### config.mk
export PLATFORM = sky130hd
export DESIGN_NAME = div_monitor
export DESIGN_NICKNAME = d
export VERILOG_FILES = /design/src/rtl/div_monitor.sv
export SDC_FILE = /design/constraint.sdc
export NUM_CORES = 1
export LEC_CHECK = 0
export CAP_MARGIN = 5
export CORE_MARGIN = 2
export CORE_UTILIZATION = 35
export CTS_BUF_LIST = sky130_fd_sc_hd__clkbuf_4 sky130_fd_sc_hd__clkbuf_8 sky130_fd_sc_hd__clkbuf_16
export DETAILED_ROUTE_END_ITERATION = 8
export PLACE_DENSITY_LB_ADDON = 0.25
export SYNTH_ARGS = -nofsm -noshare
export SYNTH_HDL_FRONTEND = slang
export SYNTH_SLANG_ARGS = --single-unit
### constraint.sdc
create_clock -name clk -period 5.03 [get_ports clk]
set_input_delay 1.2575 -clock clk [delete_from_list [all_inputs] [get_ports clk]]
set_output_delay 1.2575 -clock clk [all_outputs]
set_load 0.01 [all_outputs]
### src/rtl/div_monitor.sv
// Checks a 50%-duty divided clock: samples it on both clk edges and measures
// period / high time in half-cycles, flagging duty, period and stuck errors.
module div_monitor #(
    parameter int DIV        = 9,
    parameter int TOL        = 0,
    parameter int LOCK_COUNT = 4,
    parameter int CNT_W      = 8
) (
    input  logic             clk,
    input  logic             reset,
    input  logic             div_in,
    input  logic             enable,
    output logic             meas_valid,
    output logic [CNT_W-1:0] period_meas,
    output logic [CNT_W-1:0] high_meas,
    output logic             err_period,
    output logic             err_duty,
    output logic             err_stuck,
    output logic [7:0]       err_count,
    output logic             lock
);

    localparam int GW = $clog2(LOCK_COUNT + 1);
    localparam logic [CNT_W-1:0] PER_EXP   = CNT_W'(2 * DIV);
    localparam logic [CNT_W-1:0] HI_EXP    = CNT_W'(DIV);
    localparam logic [CNT_W-1:0] STUCK_LIM = CNT_W'(4 * DIV);
    localparam logic [CNT_W-1:0] TOL_C     = CNT_W'(TOL);
    localparam logic [GW-1:0]    LOCK_C    = GW'(LOCK_COUNT);

    typedef enum logic [1:0] {IDLE, ACQUIRE, MEASURE, LOCKED} state_t;

    state_t           state, state_nx;
    logic             s_p, s_n, prev;
    logic [CNT_W-1:0] per_cnt, hi_cnt, per_nx, hi_nx, close_per, close_hi;
    logic [GW-1:0]    good_cnt, good_nx;
    logic             rise_a, rise_b, close_win, stuck;
    logic             mv_nx, ep_nx, ed_nx, es_nx, lock_nx;
    logic [CNT_W-1:0] pm_nx, hm_nx;
    logic [7:0]       ec_nx, ec_inc;

    function automatic logic [CNT_W-1:0] sat_add(input logic [CNT_W-1:0] v,
                                                 input logic [1:0] d);
        logic [CNT_W:0] s;
        s = {1'b0, v} + {{(CNT_W-1){1'b0}}, d};
        return s[CNT_W] ? {CNT_W{1'b1}} : s[CNT_W-1:0];
    endfunction

    function automatic logic [CNT_W-1:0] absdiff(input logic [CNT_W-1:0] a,
                                                 input logic [CNT_W-1:0] b);
        return (a > b) ? (a - b) : (b - a);
    endfunction

    // Negedge half of the sample pair; consumed at the following posedge.
    always_ff @(negedge clk) begin
        if (!reset) s_n <= 1'b0;
        else        s_n <= div_in;
    end

    always_comb begin
        rise_a    = s_p & ~prev;
        rise_b    = s_n & ~s_p;
        state_nx  = state;
        per_nx    = per_cnt;
        hi_nx     = hi_cnt;
        good_nx   = good_cnt;
        close_win = 1'b0;
        close_per = per_cnt;
        close_hi  = hi_cnt;
        stuck     = 1'b0;
        mv_nx     = 1'b0;
        ep_nx     = 1'b0;
        ed_nx     = 1'b0;
        es_nx     = 1'b0;
        pm_nx     = period_meas;
        hm_nx     = high_meas;
        ec_inc    = (err_count == 8'hFF) ? err_count : err_count + 8'd1;
        ec_nx     = err_count;
        lock_nx   = lock;

        case (state)
            IDLE: begin
                per_nx  = '0;
                hi_nx   = '0;
                good_nx = '0;
                lock_nx = 1'b0;
                if (enable) state_nx = ACQUIRE;
            end
            ACQUIRE: begin
                per_nx = '0;
                hi_nx  = '0;
                if (rise_a) begin
                    per_nx   = CNT_W'(2);
                    hi_nx    = s_n ? CNT_W'(2) : CNT_W'(1);
                    state_nx = MEASURE;
                end else if (rise_b) begin
                    per_nx   = CNT_W'(1);
                    hi_nx    = CNT_W'(1);
                    state_nx = MEASURE;
                end
            end
            default: begin
                // The rising slot belongs to the new window, never the old one.
                if (rise_a) begin
                    close_win = 1'b1;
                    per_nx    = CNT_W'(2);
                    hi_nx     = s_n ? CNT_W'(2) : CNT_W'(1);
                end else if (rise_b) begin
                    close_win = 1'b1;
                    close_per = sat_add(per_cnt, 2'd1);
                    close_hi  = sat_add(hi_cnt, {1'b0, s_p});
                    per_nx    = CNT_W'(1);
                    hi_nx     = CNT_W'(1);
                end else begin
                    per_nx = sat_add(per_cnt, 2'd2);
                    hi_nx  = sat_add(hi_cnt, {1'b0, s_p} + {1'b0, s_n});
                    stuck  = (per_nx >= STUCK_LIM);
                end
            end
        endcase

        if (close_win) begin
            mv_nx = 1'b1;
            pm_nx = close_per;
            hm_nx = close_hi;
            ep_nx = absdiff(close_per, PER_EXP) > TOL_C;
            ed_nx = absdiff(close_hi, HI_EXP) > TOL_C;
            if (ep_nx || ed_nx) begin
                ec_nx    = ec_inc;
                good_nx  = '0;
                lock_nx  = 1'b0;
                state_nx = MEASURE;
            end else begin
                if (good_cnt != LOCK_C) good_nx = good_cnt + GW'(1);
                if (good_nx == LOCK_C) begin
                    lock_nx  = 1'b1;
                    state_nx = LOCKED;
                end
            end
        end

        if (stuck) begin
            es_nx    = 1'b1;
            ec_nx    = ec_inc;
            good_nx  = '0;
            lock_nx  = 1'b0;
            per_nx   = '0;
            hi_nx    = '0;
            state_nx = ACQUIRE;
        end

        // Disable wins over everything; measurement results stay visible.
        if (!enable) begin
            state_nx = IDLE;
            per_nx   = '0;
            hi_nx    = '0;
            good_nx  = '0;
            lock_nx  = 1'b0;
            mv_nx    = 1'b0;
            ep_nx    = 1'b0;
            ed_nx    = 1'b0;
            es_nx    = 1'b0;
            ec_nx    = err_count;
            pm_nx    = period_meas;
            hm_nx    = high_meas;
        end
    end

    always_ff @(posedge clk) begin
        if (!reset) begin
            s_p         <= 1'b0;
            prev        <= 1'b0;
            state       <= IDLE;
            per_cnt     <= '0;
            hi_cnt      <= '0;
            good_cnt    <= '0;
            meas_valid  <= 1'b0;
            period_meas <= '0;
            high_meas   <= '0;
            err_period  <= 1'b0;
            err_duty    <= 1'b0;
            err_stuck   <= 1'b0;
            err_count   <= '0;
            lock        <= 1'b0;
        end else begin
            s_p         <= div_in;
            prev        <= s_n;
            state       <= state_nx;
            per_cnt     <= per_nx;
            hi_cnt      <= hi_nx;
            good_cnt    <= good_nx;
            meas_valid  <= mv_nx;
            period_meas <= pm_nx;
            high_meas   <= hm_nx;
            err_period  <= ep_nx;
            err_duty    <= ed_nx;
            err_stuck   <= es_nx;
            err_count   <= ec_nx;
            lock        <= lock_nx;
        end
    end

endmodule

==> summary.md, run 1 <==
| Metric | Value |
|---|---|
| Post-synth ARST share | `0%` |
| Crit start category | `flip-flop` |
| Tot Pwr | `roughly 800 uW` |
| Outcome | `complete, but fails checks` |
| Yosys warns | `0` |
| FP Rows | `38` |
| Unrepaired setup endpoints after global routing | `true` |
| 1st-iter DRT viols | `183` |
| Crit Path Class | `reg -> reg` |
| Main synth FF type | `dfxtp_1` |
| Placed Cells | `between 600 and 700` |
| Core area | `approximately 0.011 mm^2` |
| Violated checks | `setup timing` |
| Worst path slowest cell | `a2111oi_4` |
| Antenna Violating Nets Remaining | `0` |
| Initial antenna violation count | `0` |
| Slew margin rel. | `a little over three fifths` |
| Cell variety after synth | `about 80` |
| CP Data Required Time | `5270 ps` |
| Hold Fails Final Rpt | `0` |
| Most common cell after layout, fill and taps aside | `nand2_1` |
| Critical path buffer and inverter count | `1` |
| Delay of the slowest critical-path stage | `between 400 and 500 ps` |
| Synth top area share | `27.67%` |
| Hold Path Class | `reg -> reg` |
| Die footprint | `between 0.01 and 0.015 mm^2` |
| Sequential area share after synthesis | `27.67%` |
| DRC Markers | `0` |
| Post-synth EDFFs | `0` |
| Largest net degree at the start of global routing | `37` |
| Share of cells above drive strength 1 | `between 20 and 25%` |
| Antenna Cells | `0` |
| Area delta synth->final | `27.41%` |
| Routed vias | `3,725` |
| Crit path max-delay family | `compound AO/OA/AOI/OAI gates` |
| Total Wirelength | `roughly 10,000 um` |
| CTS buffer count | `5` |
| Finish-stage setup viols | `14` |
| Non-filler cells, final | `slightly above 700` |
| Crit-path max FO | `8` |
| # IOs | `33` |
| Nets | `between 500 and 600` |
| Setup WS pre-CTS | `-496.4 ps` |
| Clk_lat worst skew | `about 370 ps` |
| Hold_sp | `err_count[5]` |
| Mean number of vias per cell | `roughly 5.2` |
| Synth top area cells | `dfxtp_1, nand2_1, a21oi_1` |
| Syn Area/Cell | `7.670 um^2` |
| Gp weighted congestion | `approximately 0.94` |
| CTS Sinks | `53` |
| Clk buf depth | `2` |
| Die H | `between 100 and 150 um` |
| CP startpoint | `s_n` |
| First-pass GRT wire length | `approximately 17,000 um` |
| Most frequent cells in the layout | `nand2_1, buf_4, dfxtp_1` |
| Leakage Power | `about 0.0018 uW` |
| Clock Skew | `between 50 and 60 ps` |
| Fillers | `1,123` |
| Pins over their slew limit | `0` |
| Cell Chain, Critical Path | `and3b_4 -> nand2_2 -> a21oi_1 -> mux2_4 -> ha_4 -> a311oi_4 -> a21oi_2 -> a2111oi_4 -> o2111ai_4 -> nor2_4 -> buf_6 -> a31oi_1 -> a211oi_2` |
| Top cell type by total area after synthesis | `dfxtp_1` |
| Pre-antenna DRT Iters | `4` |
| Worst R2R Start | `s_n` |
| GRT Overall Usage | `~18%` |
| PD cells | `approximately 160 mW/mm^2` |
| Synth Register Bits | `53` |
| Post-Syn Instances | `500` |
| Max Cap Viol | `0` |
| Wire length per cell | `14.42 um` |
| Gr ovfl total | `0` |
| Synthesized cell area | `0.003835 mm^2` |
| Peak VDD IR | `98.48 uV` |
| Port Buffers | `32` |
| Setup TNS Final | `-4441 ps` |
| Min setup slack post-route | `-375.2 ps` |
| CP Data Arrival Time | `5650 ps` |
| Worst-path clk slew | `approximately 110 ps` |
| Worst-Margin Slew | `roughly 550 ps` |
| Die X | `about 110 um` |
| Starting density of the core | `35.69%` |
| H-Tree Level Count | `2` |
| Dpl hpwl | `7798 um` |
| Root buf cell | `clkbuf_8` |
| Crit path capture type | `flip-flop` |
| TritonCTS clock tree | `built` |
| Vias in the first global route | `between 3,000 and 4,000` |
[through the flow]
stage               hold WS, ps  instance area, um^2  utilization, %
finish                    486.5                 4886           45.47
detailed placement        478.6                 4617           42.97
global route              519.7                 4886           45.47
global placement          460.9                 4617           42.97
floorplan                 482.3                 3875               -
CTS                       494.1                 4841           45.05
[metal layers]
metal / GRT usage (%) / wire length, um
met1: 22.37 / 4798
met2: 32.14 / 5002
met3: 3.347 / 266
met4: 6.044 / 174
met5: 0 / 0
[state kept, by name, summed over array words and instances, names as in the netlist, 2 cells and up]
name / count
hi_cnt: 8
period_meas: 8
per_cnt: 8
state: 2
err_count: 8
good_cnt: 3
high_meas: 8
[tightest hold or removal path, cell delays in order, from the launching register on]
cell and delay (ps):
dfxtp_1 340, nand2_1 60, mux2i_1 60
[path summary, 6_finish.rpt]
path	cells after the start	end	slack (ps)
hold reg to reg	2	err_count[5]	490
setup reg to reg	13	good_cnt[2]	-380
setup / recovery	13	good_cnt[2]	-380
hold / removal	2	err_count[5]	490
[power by group]
group / switching [uW] / leakage (uW) / internal [uW]
Combinational: 31.9 / 0.00128 / 22.9
Sequential: 5.86 / 0.000429 / 423
Clock: 158 / 0.0000627 / 163
Total: 196 / 0.00177 / 609
[cells by family after synthesis]
family,Yosys count,synth area share [%]
AOI/OAI and AO/OA,125,22.45
xor gates and xnor gates,9,2.055
adders and majority gates,13,4.437
buffers and inverters,50,6.394
DFF,53,27.67
muxes,18,4.861
other,1,0.09779
and+or+nand+nor,231,32.04
[cell type report]
| class | instances | area, um^2 | share of cell area, % |
|---|---|---|---|
| multi-input cells | 398 | 2665 | 54.55 |
| flip-flops and latches | 53 | 1065 | 21.79 |
| repair buffers | 94 | 797.0 | 16.31 |
| well taps | 140 | 175.2 | 3.585 |
| clock buffers | 6 | 82.58 | 1.690 |
| inverters | 16 | 60.06 | 1.229 |
| clock inverters | 3 | 41.29 | 0.8451 |
[timing repair]
action / 4_1_cts / 5_1_grt
setup buffers: 5 / 0
gates resized for setup: 13 / 11
hold buffers: 0 / 0
endpoints found under the setup margin: 14 / 15
pin swaps: 8 / 9
[cells in the mapped netlist (3+ instances only)]
cell       number
a22oi_1         3
nor3_1          9
and2_1         18
or2_2           4
inv_1          17
xor2_1          4
o21ai_1        10
and3_1         10
buf_2          10
xnor2_1         5
a21o_1          4
nor4_1          4
or3_1           7
o211ai_1        7
nand2b_1       13
dfxtp_1        53
nor2b_1         5
a21oi_1        31
nor2_1         37
o31ai_1         3
nand2_1        68
buf_6           5
ha_1           12
o21ai_0        31
nand3_1        26
nand4_1         9
o2111ai_1       3
mux2i_1        15
o21a_1          4
clkbuf_1       15
Note: power is estimated with default switching activity, not from simulation.
==> run 2, diff against run 1 <==
--- a/config.mk
+++ b/config.mk
@@ -7,7 +7,7 @@
 export LEC_CHECK = 0
 export CAP_MARGIN = 5
 export CORE_MARGIN = 2
-export CORE_UTILIZATION = 35
+export CORE_UTILIZATION = 63
 export CTS_BUF_LIST = sky130_fd_sc_hd__clkbuf_4 sky130_fd_sc_hd__clkbuf_8 sky130_fd_sc_hd__clkbuf_16
 export DETAILED_ROUTE_END_ITERATION = 8
 export PLACE_DENSITY_LB_ADDON = 0.25
==> run 2 against run 1 <==
  * The run still ends with setup timing left
  * Core utilization grew 37 points
  * Combinational power grew 2%
  * Sequential share of layout area grew 0.18 points
  * Clock power shrank 4%
  * Critical path type unchanged
  * Largest cell class unchanged
==> summary.md, run 2 (synthesis gave the netlist of run 1 again) <==
| Metric | Value |
|---|---|
| TritonCTS clock tree | `built` |
| H-Tree Level Count | `2` |
| Logic gate share of total power | `7.1%` |
| Max Cap Viol | `0` |
| Placed Cells | `about 620` |
| Wire length per cell | `17.03 um` |
| Hold_sp | `err_count[5]` |
| Peak VDD IR | `approximately 170 uV` |
| CTS buffer count | `5` |
| Met2 Use GR | `about 56%` |
| FP Rows | `28` |
| Initial antenna violation count | `0` |
| FF-to-FF path depth | `13` |
| Internal | `~610 uW` |
| GR Layer Usage met3 | `3.516%` |
| Slew margin rel. | `approximately three fifths` |
| WHS Endpoint | `err_count[5]` |
| Clk buf depth | `2` |
| Sw frac | `between 20% and 30%` |
| PD cells | `163.6 mW/mm^2` |
| Nets | `582` |
| Area delta synth->final | `26.36%` |
| Die footprint | `around 0.0067 mm^2` |
| Starting density of the core | `about 65%` |
| Outcome | `complete, but fails checks` |
| Most common cell after layout, fill and taps aside | `nand2_1` |
| Min setup slack post-route | `-430.2 ps` |
| Dpl hpwl | `7396 um` |
| Hold Fails Final Rpt | `0` |
| Unrepaired setup endpoints after global routing | `true` |
| Cell Chain, Critical Path | `and3b_4 -> nand2_4 -> mux2_4 -> ha_4 -> a311oi_2 -> a21oi_2 -> a2111oi_4 -> o2111ai_2 -> nor2_4 -> buf_12 -> buf_4 -> o21ai_4 -> mux2i_1` |
| Worst-Margin Slew | `just under 600 ps` |
| Port Buffers | `32` |
| Worst R2R Start | `s_n` |
| Crit Path Class | `reg -> reg` |
| Tot Pwr | `792.7 uW` |
| Gp weighted congestion | `0.9617` |
| CTS Sinks | `53` |
| Gr ovfl total | `0` |
| Worst Hold Depth | `2` |
| Worst path slowest cell | `dfxtp_4` |
| Fillers | `between 300 and 400` |
| CP Data Required Time | `around 5200 ps` |
| Die X | `just over 80 um` |
| Delay of the slowest critical-path stage | `between 300 and 400 ps` |
| First-pass GRT wire length | `around 16,000 um` |
| Pins over their slew limit | `0` |
| Pre-antenna DRT Iters | `6` |
| Leakage Power | `approximately 0.0018 uW` |
| CP Data Arrival Time | `approximately 5700 ps` |
| Antenna Violating Nets Remaining | `0` |
| Switching pwr | `184.6 uW` |
| Sequential share of power | `54.1%` |
| Core area | `~0.0059 mm^2` |
| Routed vias | `slightly above 4,000` |
| Clk_lat worst skew | `360 ps` |
| # IOs | `33` |
| Crit-path max FO | `8` |
| Crit path capture type | `flip-flop` |
| Hold_ws | `just under 500 ps` |
| Antenna Cells | `0` |
| GRT busiest layer | `met2` |
| Multi-input gate area | `around 0.0027 mm^2` |
| R2R setup slack | `-430 ps` |
| Crit start category | `flip-flop` |
| GRT Overall Usage | `between 30% and 40%` |
| Vias in the first global route | `approximately 3,600` |
| Share of cells above drive strength 1 | `between 20% and 30%` |
| Met1 Use GR | `around 36%` |
| Total Wirelength | `approximately 11,000 um` |
| Hold Path Class | `reg -> reg` |
| DRC Markers | `0` |
| 1st-iter DRT viols | `approximately 340` |
| Mean number of vias per cell | `around 6.5` |
| Most frequent cells in the layout | `nand2_1, buf_4, dfxtp_1` |
| Clock power frac | `around two fifths` |
| Reg2reg end | `err_count[6]` |
| Clock Skew | `roughly 57 ps` |
| Setup TNS Final | `-4952 ps` |
| Register area | `about 0.0011 mm^2` |
| Finish-stage setup viols | `14` |
| Violated checks | `setup timing` |
| Die H | `between 80 and 90 um` |
| Largest net degree at the start of global routing | `37` |
| Non-filler cells, final | `641` |
| Worst-path clk slew | `around 100 ps` |
| Root buf cell | `clkbuf_8` |
==> run 2: cell types whose count changed in the layout (fill, tap and decap cells not counted), moves of 2 or more <==
cell	before	now
buf_4	59	55
o22ai_2	3	1
ha_4	1	3
ha_2	2	0
o21ai_2	1	4
o21ai_1	13	9
==> run 2: through the flow <==
stage | util, % | setup WS [ps] | instance area [um^2]
6_report | 82.33 | -430.2 | 4846
3_5_place_dp | 76.04 | -490.4 | 4476
3_3_place_gp | 76.04 | -369.4 | 4476
5_1_grt | 82.33 | -562.4 | 4846
4_1_cts | 80.00 | -316.4 | 4708
2_1_floorplan | - | -412.2 | 3875
==> run 2: area by class of cell <==
class,count,share of cell area (%)
Inverter,16,1.239
Clock inverter,3,0.8521
Multi-Input combinational cell,398,56.29
Tap cell,75,1.936
Clock buffer,6,1.704
Timing Repair Buffer,90,16.01
Sequential cell,53,21.97
==> run 2: how the worst max path moves through the flow <==
stage          from      endpoint  slack, ps  cells after the start
6_report        s_n  err_count[6]       -430                     13
4_1_cts         s_n  err_count[4]       -320                     12
5_1_grt         s_n  err_count[5]       -560                     12
3_3_place_gp    s_n  err_count[4]       -370                     11
2_1_floorplan   s_n  err_count[5]       -410                     16
3_5_place_dp    s_n   good_cnt[2]       -490                     11
==> run 2: power groups by stage <==
stage / Sequential [uW] / Clock [uW] / Combinational, uW
final: 429 / 308 / 55.9
after floorplan: 435 / 2.49 / 35.7
after global routing: 429 / 324 / 59.8
after detailed placement: 438 / 2.49 / 49.3
after global placement: 438 / 2.49 / 48.0
after CTS: 428 / 309 / 51.1
==> run 2: repair_timing <==
item,in CTS,in global routing
setup buffers,5,4
endpoints found under the setup margin,14,14
endpoints found under the hold margin,0,0
hold buffers,0,0
pin swaps,11,4
resized for setup,12,23
gates cloned,0,0
==> run 2: routing by layer <==
layer | share of wire [%] | routed length (um) | vias to the layer above
met5 | 0 | 0 | -
met4 | 3.9 | 431 | 0
met3 | 5.2 | 567 | 42
met2 | 51 | 5529 | 199
met1 | 40 | 4386 | 1984
li1 | - | - | 1921
==> run 2: worst max-delay path: cells and delay by family, from the launching register on <==
kind,cells,cell delay (ps)
buffers and inverters,2,260
and+or+nand+nor,3,530
AOI/OAI and AO/OA,5,1000
adders and majority gates,1,190
muxes,2,460
DFF,1,360
==> run 3, diff against run 2 <==
--- a/config.mk
+++ b/config.mk
@@ -9,6 +9,7 @@
 export CORE_MARGIN = 2
 export CORE_UTILIZATION = 63
 export CTS_BUF_LIST = sky130_fd_sc_hd__clkbuf_4 sky130_fd_sc_hd__clkbuf_8 sky130_fd_sc_hd__clkbuf_16
+export CTS_CLUSTER_DIAMETER = 60
 export DETAILED_ROUTE_END_ITERATION = 8
 export PLACE_DENSITY_LB_ADDON = 0.25
 export SYNTH_ARGS = -nofsm -noshare
==> results of run 3 <==
The final DEF is identical to that of run 2; final timing and power are the same.
